File: src/rtl/regfile_pkg.sv
// ============================================================================
// Module : regfile_pkg
// Brief  : Register-file geometry constants and the staged-write record type.
// Rev    : 1.0
// ============================================================================
`default_nettype none

package regfile_pkg;

  localparam int RF_ADDR_W   = 5;
  localparam int RF_DATA_W   = 32;
  localparam int RF_NUM_REGS = 32;
  localparam logic [RF_ADDR_W-1:0] X0_ADDR = 5'd0;

  typedef struct packed {
    logic                 we;
    logic [RF_ADDR_W-1:0] addr;
    logic [RF_DATA_W-1:0] data;
  } rf_wr_t;

endpackage : regfile_pkg

`default_nettype wire

File: src/rtl/rr_arbiter.sv
// ============================================================================
// Module : rr_arbiter
// Brief  : Combinational round-robin grant; search starts at ptr_i and wraps.
// Rev    : 1.0
// ============================================================================
`default_nettype none

module rr_arbiter #(
  parameter int N     = 3,
  parameter int IDX_W = $clog2(N)
) (
  input  logic [N-1:0]     req_i,
  input  logic [IDX_W-1:0] ptr_i,
  output logic [N-1:0]     gnt_o,
  output logic [IDX_W-1:0] idx_o,
  output logic             any_o
);

  logic [IDX_W:0] cand;

  always_comb begin
    gnt_o = '0;
    idx_o = '0;
    any_o = 1'b0;
    cand  = '0;
    for (int off = 0; off < N; off++) begin
      // ptr + off never exceeds 2N-2, so a single subtraction wraps it
      cand = {1'b0, ptr_i} + (IDX_W+1)'(off);
      if (cand >= (IDX_W+1)'(N)) begin
        cand = cand - (IDX_W+1)'(N);
      end
      if (!any_o && req_i[cand[IDX_W-1:0]]) begin
        any_o                     = 1'b1;
        gnt_o[cand[IDX_W-1:0]]    = 1'b1;
        idx_o                     = cand[IDX_W-1:0];
      end
    end
  end

endmodule : rr_arbiter

`default_nettype wire

File: src/rtl/regfile_wb_arbiter.sv
// ============================================================================
// Module : regfile_wb_arbiter
// Brief  : Round-robin share of the register-file write port with one output
//          stage. Optional forwarding enabled by REGFILE_WB_BYPASS_EN.
// Rev    : 1.0
// ============================================================================
`default_nettype none

module regfile_wb_arbiter
  import regfile_pkg::*;
#(
  parameter int NUM_REQ = 3,
  parameter int DATA_W  = RF_DATA_W,
  parameter int ADDR_W  = RF_ADDR_W
) (
  input  logic                        clk,
  input  logic                        reset,
  input  logic                        stall,
  input  logic [NUM_REQ-1:0]          req_valid,
  input  logic [NUM_REQ*ADDR_W-1:0]   req_addr,
  input  logic [NUM_REQ*DATA_W-1:0]   req_data,
  output logic [NUM_REQ-1:0]          req_ready,
`ifdef REGFILE_WB_BYPASS_EN
  input  logic [ADDR_W-1:0]           byp_a1,
  input  logic [ADDR_W-1:0]           byp_a2,
  input  logic [DATA_W-1:0]           byp_rd1_in,
  input  logic [DATA_W-1:0]           byp_rd2_in,
  output logic [DATA_W-1:0]           byp_rd1,
  output logic [DATA_W-1:0]           byp_rd2,
`endif
  output logic                        rf_we,
  output logic [ADDR_W-1:0]           rf_waddr,
  output logic [DATA_W-1:0]           rf_wdata,
  output logic [(2**ADDR_W)-1:0]      pend_mask
);

  localparam int IDX_W = $clog2(NUM_REQ);

  logic [ADDR_W-1:0]  src_addr [NUM_REQ];
  logic [DATA_W-1:0]  src_data [NUM_REQ];

  logic [NUM_REQ-1:0] arb_req;
  logic [NUM_REQ-1:0] arb_gnt;
  logic [IDX_W-1:0]   gnt_idx;
  logic               gnt_any;
  logic               xfer;
  logic [ADDR_W-1:0]  sel_addr;
  logic [DATA_W-1:0]  sel_data;

  logic [IDX_W-1:0]   rr_ptr_q, rr_ptr_d;
  logic               rf_we_q, rf_we_d;
  logic [ADDR_W-1:0]  rf_waddr_q, rf_waddr_d;
  logic [DATA_W-1:0]  rf_wdata_q, rf_wdata_d;

  generate
    for (genvar i = 0; i < NUM_REQ; i++) begin : g_unpack
      assign src_addr[i] = req_addr[i*ADDR_W +: ADDR_W];
      assign src_data[i] = req_data[i*DATA_W +: DATA_W];
    end
  endgenerate

  assign arb_req = req_valid & {NUM_REQ{~stall}};

  rr_arbiter #(
    .N     (NUM_REQ),
    .IDX_W (IDX_W)
  ) u_rr_arbiter (
    .req_i (arb_req),
    .ptr_i (rr_ptr_q),
    .gnt_o (arb_gnt),
    .idx_o (gnt_idx),
    .any_o (gnt_any)
  );

  // Ready is gated directly by the async reset so no grant escapes during it
  assign req_ready = arb_gnt & {NUM_REQ{reset}};
  assign xfer      = gnt_any & reset;
  assign sel_addr  = src_addr[gnt_idx];
  assign sel_data  = src_data[gnt_idx];

  always_comb begin
    rr_ptr_d   = rr_ptr_q;
    rf_we_d    = 1'b0;
    rf_waddr_d = rf_waddr_q;
    rf_wdata_d = rf_wdata_q;
    if (xfer) begin
      rr_ptr_d   = (gnt_idx == IDX_W'(NUM_REQ-1)) ? '0 : gnt_idx + IDX_W'(1);
      rf_we_d    = (sel_addr != ADDR_W'(X0_ADDR));
      rf_waddr_d = sel_addr;
      rf_wdata_d = sel_data;
    end
  end

  always_ff @(posedge clk or negedge reset) begin
    if (!reset) begin
      rr_ptr_q   <= '0;
      rf_we_q    <= 1'b0;
      rf_waddr_q <= '0;
      rf_wdata_q <= '0;
    end else begin
      rr_ptr_q   <= rr_ptr_d;
      rf_we_q    <= rf_we_d;
      rf_waddr_q <= rf_waddr_d;
      rf_wdata_q <= rf_wdata_d;
    end
  end

  assign rf_we    = rf_we_q;
  assign rf_waddr = rf_waddr_q;
  assign rf_wdata = rf_wdata_q;

  always_comb begin
    pend_mask = '0;
    if (rf_we_q) begin
      pend_mask[rf_waddr_q] = 1'b1;
    end
  end

`ifdef REGFILE_WB_BYPASS_EN
  assign byp_rd1 = (rf_we_q && (rf_waddr_q == byp_a1) && (byp_a1 != ADDR_W'(X0_ADDR)))
                   ? rf_wdata_q : byp_rd1_in;
  assign byp_rd2 = (rf_we_q && (rf_waddr_q == byp_a2) && (byp_a2 != ADDR_W'(X0_ADDR)))
                   ? rf_wdata_q : byp_rd2_in;
`endif

endmodule : regfile_wb_arbiter

`default_nettype wire

File: config.mk
export PLATFORM = sky130hd
export DESIGN_NAME = regfile_wb_arbiter
export DESIGN_NICKNAME = d
export VERILOG_FILES = /design/src/rtl/regfile_pkg.sv /design/src/rtl/rr_arbiter.sv /design/src/rtl/regfile_wb_arbiter.sv
export SDC_FILE = /design/constraint.sdc
export NUM_CORES = 1
export LEC_CHECK = 0
export BUFFER_PORTS_ARGS = -buffer_cell sky130_fd_sc_hd__buf_4
export CORE_MARGIN = 2
export CORE_UTILIZATION = 46
export CTS_BUF_LIST = sky130_fd_sc_hd__clkbuf_16
export DETAILED_ROUTE_END_ITERATION = 10
export PLACE_DENSITY = 0.86
export SYNTH_ARGS = -nofsm -noshare
export SYNTH_HDL_FRONTEND = slang
export SYNTH_SLANG_ARGS = --single-unit
File: constraint.sdc
create_clock -name clk -period 6.36 [get_ports clk]
set_input_delay 0.636 -clock clk [delete_from_list [all_inputs] [get_ports clk]]
set_output_delay 0.636 -clock clk [all_outputs]
set_load 0.02 [all_outputs]
# Word level (Yosys, flattened, before mapping)
# Cells that the tools add are included.
# totals
register_bits	40
latchBits	0
ram_bits	0
rom_bits	0
in_bits	117
word_cells	74
mem_count	0
# op_classes
n_addsub	6
n_mul	0
n_div	0
n_lt_le_gt_ge	12
eq_ne	1
n_shift	0
n_mux	35
bitwise_logic	7
n_reduce_logical	9
# op_table
cell	count
$mux 32	3
$bmux 32 s2	1
$mux 2	7
$mux 1	11
$bmux 5 s2	1
$mux 5	2
$lt 2x3->1 const B	3
$mux 3	3
$and 3x3->3	2
$bmux 1 s2	3
$demux 1 s2	3
$ge 2x1->1 const B	3
$ge 3x2->1 const B	2
$logic_and 1x1->1	6
$lt 5x6->1 const B	1
$or 3x3->3	2
$sub 2x2->2 const B	3
$demux 1 s5	1
$ge 5x1->1 const B	1
$reduce_bool 5->1	1
$add 2x1->3 const B	1
$add 2x2->3 const B	1
$ge 3x3->1 const B	1
$not 2->3	1
6 further kinds	7

# Depth between registers and ports, before layout
# depth
ltp_word	17
depth_mapped	12
mapped_depth_nobuf	8

# By module
# From an unflattened synthesis, not the netlist that was laid out.
# unflattened
hier_cells	351
area_unflattened_um2	2735.1
# modules_own_cells
mod	instances	cells_per_inst	area_per_inst_um2	seq_area_each_um2
regfile_wb_arbiter	1	310	2453.6	1001.0
rr_arbiter	1	41	281.5	0.0

# Least setup slack after synthesis
# Ideal clock, no wire load.
# synth_timing
kind	reg-to-output
startpoint	register rr_ptr_q[0]
endpoint	output req_ready[1]
t_arrival_ns	1.937
required_time_ns	5.724
slack_ns	3.787
path_stages_with_launch	9
cell_sequence	dfrtp_1 inv_1 ha_1 buf_4 a21oi_1 a21boi_1 nand2_1 o31ai_1 and2_1
# synth_via
elab_chain_len	12
# synth_rtl
element	line	source
from (decl)	regfile_wb_arbiter.sv:50	logic [IDX_W-1:0] rr_ptr_q, rr_ptr_d;
from (signal assigned)	regfile_wb_arbiter.sv:101	rr_ptr_q <= rr_ptr_d;
$add 2x1->3 (tied with other cells)	rr_arbiter.sv:28	cand = {1'b0, ptr_i} + (IDX_W+1)'(off);
$ge 3x2->1 (tied with other cells)	rr_arbiter.sv:29	if (cand >= (IDX_W+1)'(N)) begin
$mux 2 (tied with other cells)	rr_arbiter.sv:29	
$lt 2x3->1 (not written as such) (tied with other cells)	rr_arbiter.sv:34	gnt_o[cand[IDX_W-1:0]] = 1'b1;
$logic_and 1x1->1 (not written as such) (tied with other cells)	rr_arbiter.sv:34	
$mux 1 (not written as such) (tied with other cells)	rr_arbiter.sv:34	
$demux 1 s2 (tied with other cells)	n/a	
$or 3x3->3 (no line) or $mux 1 (tied branches)	n/a	
$mux 3 or $logic_not 1->1 (tied branches)	rr_arbiter.sv:32	if (!any_o && req_i[cand[IDX_W-1:0]]) begin
$or 3x3->3 (no line) or $logic_and 1x1->1 (tied branches)	n/a	
$mux 3 (*)	rr_arbiter.sv:32	
$and 3x3->3 (*)	regfile_wb_arbiter.sv:76	assign req_ready = arb_gnt & {NUM_REQ{reset}};
to (decl)	regfile_wb_arbiter.sv:22	output logic [NUM_REQ-1:0] req_ready,
# Mark *: on every way between the ends. The rest lies on a longest branch, timed or not. The select of a mux whose other input is x is not followed.

# Worst setup path in the final report
# Ends and elaborated chain as after synthesis.

==> key figures <==
Placement
  • Port Buffers: between 150 and 200
  • HPWL after DPL: 7220 um
  • GPL Wtd Cong: slightly above 0.9

Floorplanning
  • Io pins: 190
  • Core area: about 0.0062 sq mm
  • Initial core utilization: 0.467
  • DIE AREA: 0.00699 sq mm
  • Die Ht: between 80 and 90 um
  • Die Wd: 83.6 um
  • # rows: 29

Critical path
  • CP Class: flop to output pin
  • Crit start category: flop
  • Crit path max fanout: 10
  • CP required: approximately 5.7 ns
  • Worst EP arrival: 2.64 ns
  • Worst path max stage delay: between 0.4 and 0.5 ns
  • WP depth: 8
  • Worst path buffer plus inverter count: 2
  • Worst Setup End Kind: output pin
  • CP Cell Sequence: inv_1 -> ha_1 -> a21oi_1 -> a21boi_1 -> nand2_1 -> o31ai_1 -> and2_1 -> buf_4
  • Family with the most delay on the worst path: compound AO/OA/AOI/OAI gates
  • Slowest cell on the critical path: ha_1
  • FF-to-FF path depth: 9

Run status
  • Status: finished, final reports clean

STA
  • Final Max Tran Viols: 0
  • Setup tns final: 0 ns
  • Tcrit/Tclk final: 0.515
  • Rel. slew slack: 0.144
  • Actual slew at the worst max-slew pin: 1.28 ns
  • FMAX: between 300 and 400 MHz
  • Hold Worst Slack: roughly 0.35 ns
  • Fin Clk Skew: roughly 0.0066 ns
  • # setup viols final: 0
  • RSZ-0062 raised after global routing: no
  • Hold Fails Final Rpt: 0
  • Final critical-path required period: 3.27 ns

Yosys
  • Synth top area share: 0.343
  • Syn avg cell area: 7.86 sq um
  • Yosys cell types: between 40 and 50
  • Post-synth EDFFs: 0
  • Cells after Synth: between 300 and 400
  • Synth Register Bits: 40
  • Largest area contributor in the synthesized netlist: dfrtp_1
  • Synthesized cell area: approximately 0.0029 sq mm
  • Sequential-to-total area share from yosys stat: 0.343
  • Most common cell in the netlist: nor2_1
  • Synth top cells by count: nor2_1, nand2_1, dfrtp_1, o31ai_1, and3_1
  • Asr flop ratio synth: 1.00
  • Syn_nets: approximately 500
  • Synth warn: 0
  • Primary FF master, synth: dfrtp_1
  • Synth top area cells: dfrtp_1, o31ai_1, a211oi_1

Final layout
  • Share of layout cells above drive strength 1: 0.388
  • Area Growth Syn to Fin: 53.0%
  • Ant diodes: 0
  • Post-layout util: 0.715
  • Fin nets: about 660

Global route
  • GRT Overall Usage: 0.275
  • First-pass GRT wire length: 15,900 um
  • Total gr overflow: 0
  • Initial antenna violation count: 0
  • Pin count of the biggest net entering global routing: 45
  • Vias in the first global route: around 3,400

Clock tree
  • Setup Fix Bufs, Post-CTS: 0
  • Worst-skew pair later-pin latency: between 0.2 and 0.3 ns
  • Clock tree buffer depth: 2
  • Reg clk slew, reported paths: 0.06 ns
  • CTS buffer count: 5
  • Post-CTS sizing: 0
  • CTS tree: built
  • Clock Sinks: 40
  • H-tree depth reported by CTS: 2
  • Hold buffers post-CTS: 0
  • CTS root buffer: clkbuf_16

Routing
  • Initial DRC count: between 100 and 150
  • Vias/cell: approximately 5.7
  • Drt first pass iters: 4
  • Total Wirelength: just under 10,000 um
  • Residual DRC count: 0
  • Drt wl/cell: between 15 and 20 um
  • Vias after detailed routing: about 3,500
  • Post-DRT Antenna Nets: 0

Pwr
  • Pwr per Cell Area: 434 mW/mm^2
  • LEAKAGE: 0.00219 uW
  • VDD IR max: roughly 220 uV

Run
  • Max_cap viols: 0

Hold path
  • Hold WC Path Type: input port to async pin
## cell usage in the layout (no fill, tap or decap), drive strengths merged, types with 2 or more instances in the layout
cell and n:
buf 194, nor2 70, nand2 49, dfrtp 40, o31ai 38, and3 36, a211oi 35, a21oi 7
nand3b 6, o21ai 5, clkbuf 5, nand3 4, inv 4, nand2b 4, ha 4, or3b 4
and2 3, nor3 3, a21boi 3, or3 2, mux2i 2, a31oi 2, a311o 2, o22ai 2
clkinv 2
## registers in the layout (all words and copies together), names as in the netlist
register / count
rf_waddr: 5
rr_ptr_q: 2
rf_wdata: 32
rf_we: 1
## path summary, 6_finish.rpt
kind	startpoint	to	slack [ns]
setup reg to reg	rr_ptr_q[0]	rf_wdata[0]	3.10
min in group clk	rf_wdata[30]	rf_wdata[30]	0.48
setup / recovery	rr_ptr_q[0]	req_ready[1]	3.09
hold reg to reg	rf_wdata[30]	rf_wdata[30]	0.48
hold / removal	reset	rf_wdata[5]	0.35
max in group asynchronous	reset	rf_wdata[21]	5.62
## worst register-to-register path, delay by kind of cell (launching register included)
| kind | cells | cell delay, ns |
|---|---|---|
| buffers and inverters | 2 | 0.45 |
| DFF | 1 | 0.39 |
| and+or+nand+nor | 2 | 0.98 |
| AOI/OAI and AO/OA | 4 | 0.88 |
| adders and majority gates | 1 | 0.43 |
## metrics by stage
stage	power [uW]	setup slack [ns]	instance area, sq um	instances
floorplan	1270	3.79	2920	371
global placement	1620	3.29	4300	608
detailed placement	1660	3.17	4300	608
CTS	1940	3.14	4460	616
global route	2080	2.85	4460	616
finish	1930	3.09	4460	616
## routing by layer
| layer | up-vias | global-route usage | part of all wire |
|---|---|---|---|
| li1 | 1672 | - | - |
| met3 | 17 | 0.0425 | 0.075 |
| met4 | 0 | 0.0894 | 0.021 |
| met5 | - | 0 | 0 |
| met1 | 1639 | 0.328 | 0.39 |
| met2 | 157 | 0.504 | 0.52 |
## kinds of logic (layout without fill, tap and decap cells)
family | count (synthesis) | after routing | synth area share
DFF | 40 | 40 | 0.343
adders and majority gates | 4 | 4 | 0.0172
muxes | 2 | 2 | 0.00687
buffers and inverters | 38 | 206 | 0.0639
and+or+nand+nor | 185 | 185 | 0.306
AOI/OAI and AO/OA | 102 | 102 | 0.263
## power by group
part           leakage (uW)  internal (uW)  switching (uW)
logic               0.00162            482             695
registers          0.000495            383            95.8
clock network     0.0000789            182            96.2
total               0.00219           1050             887
## final cells by class
class / count / area (sq um)
clock buffers: 5 / 125
clock inverters: 3 / 37.5
fillers: 527 / 1780
inverters: 4 / 15.0
multi-input cells: 293 / 1730
flip-flops and latches: 40 / 1000
well taps: 77 / 96.3
repair buffers: 194 / 1460
No activity file was read; power rests on OpenSTA's default activity.
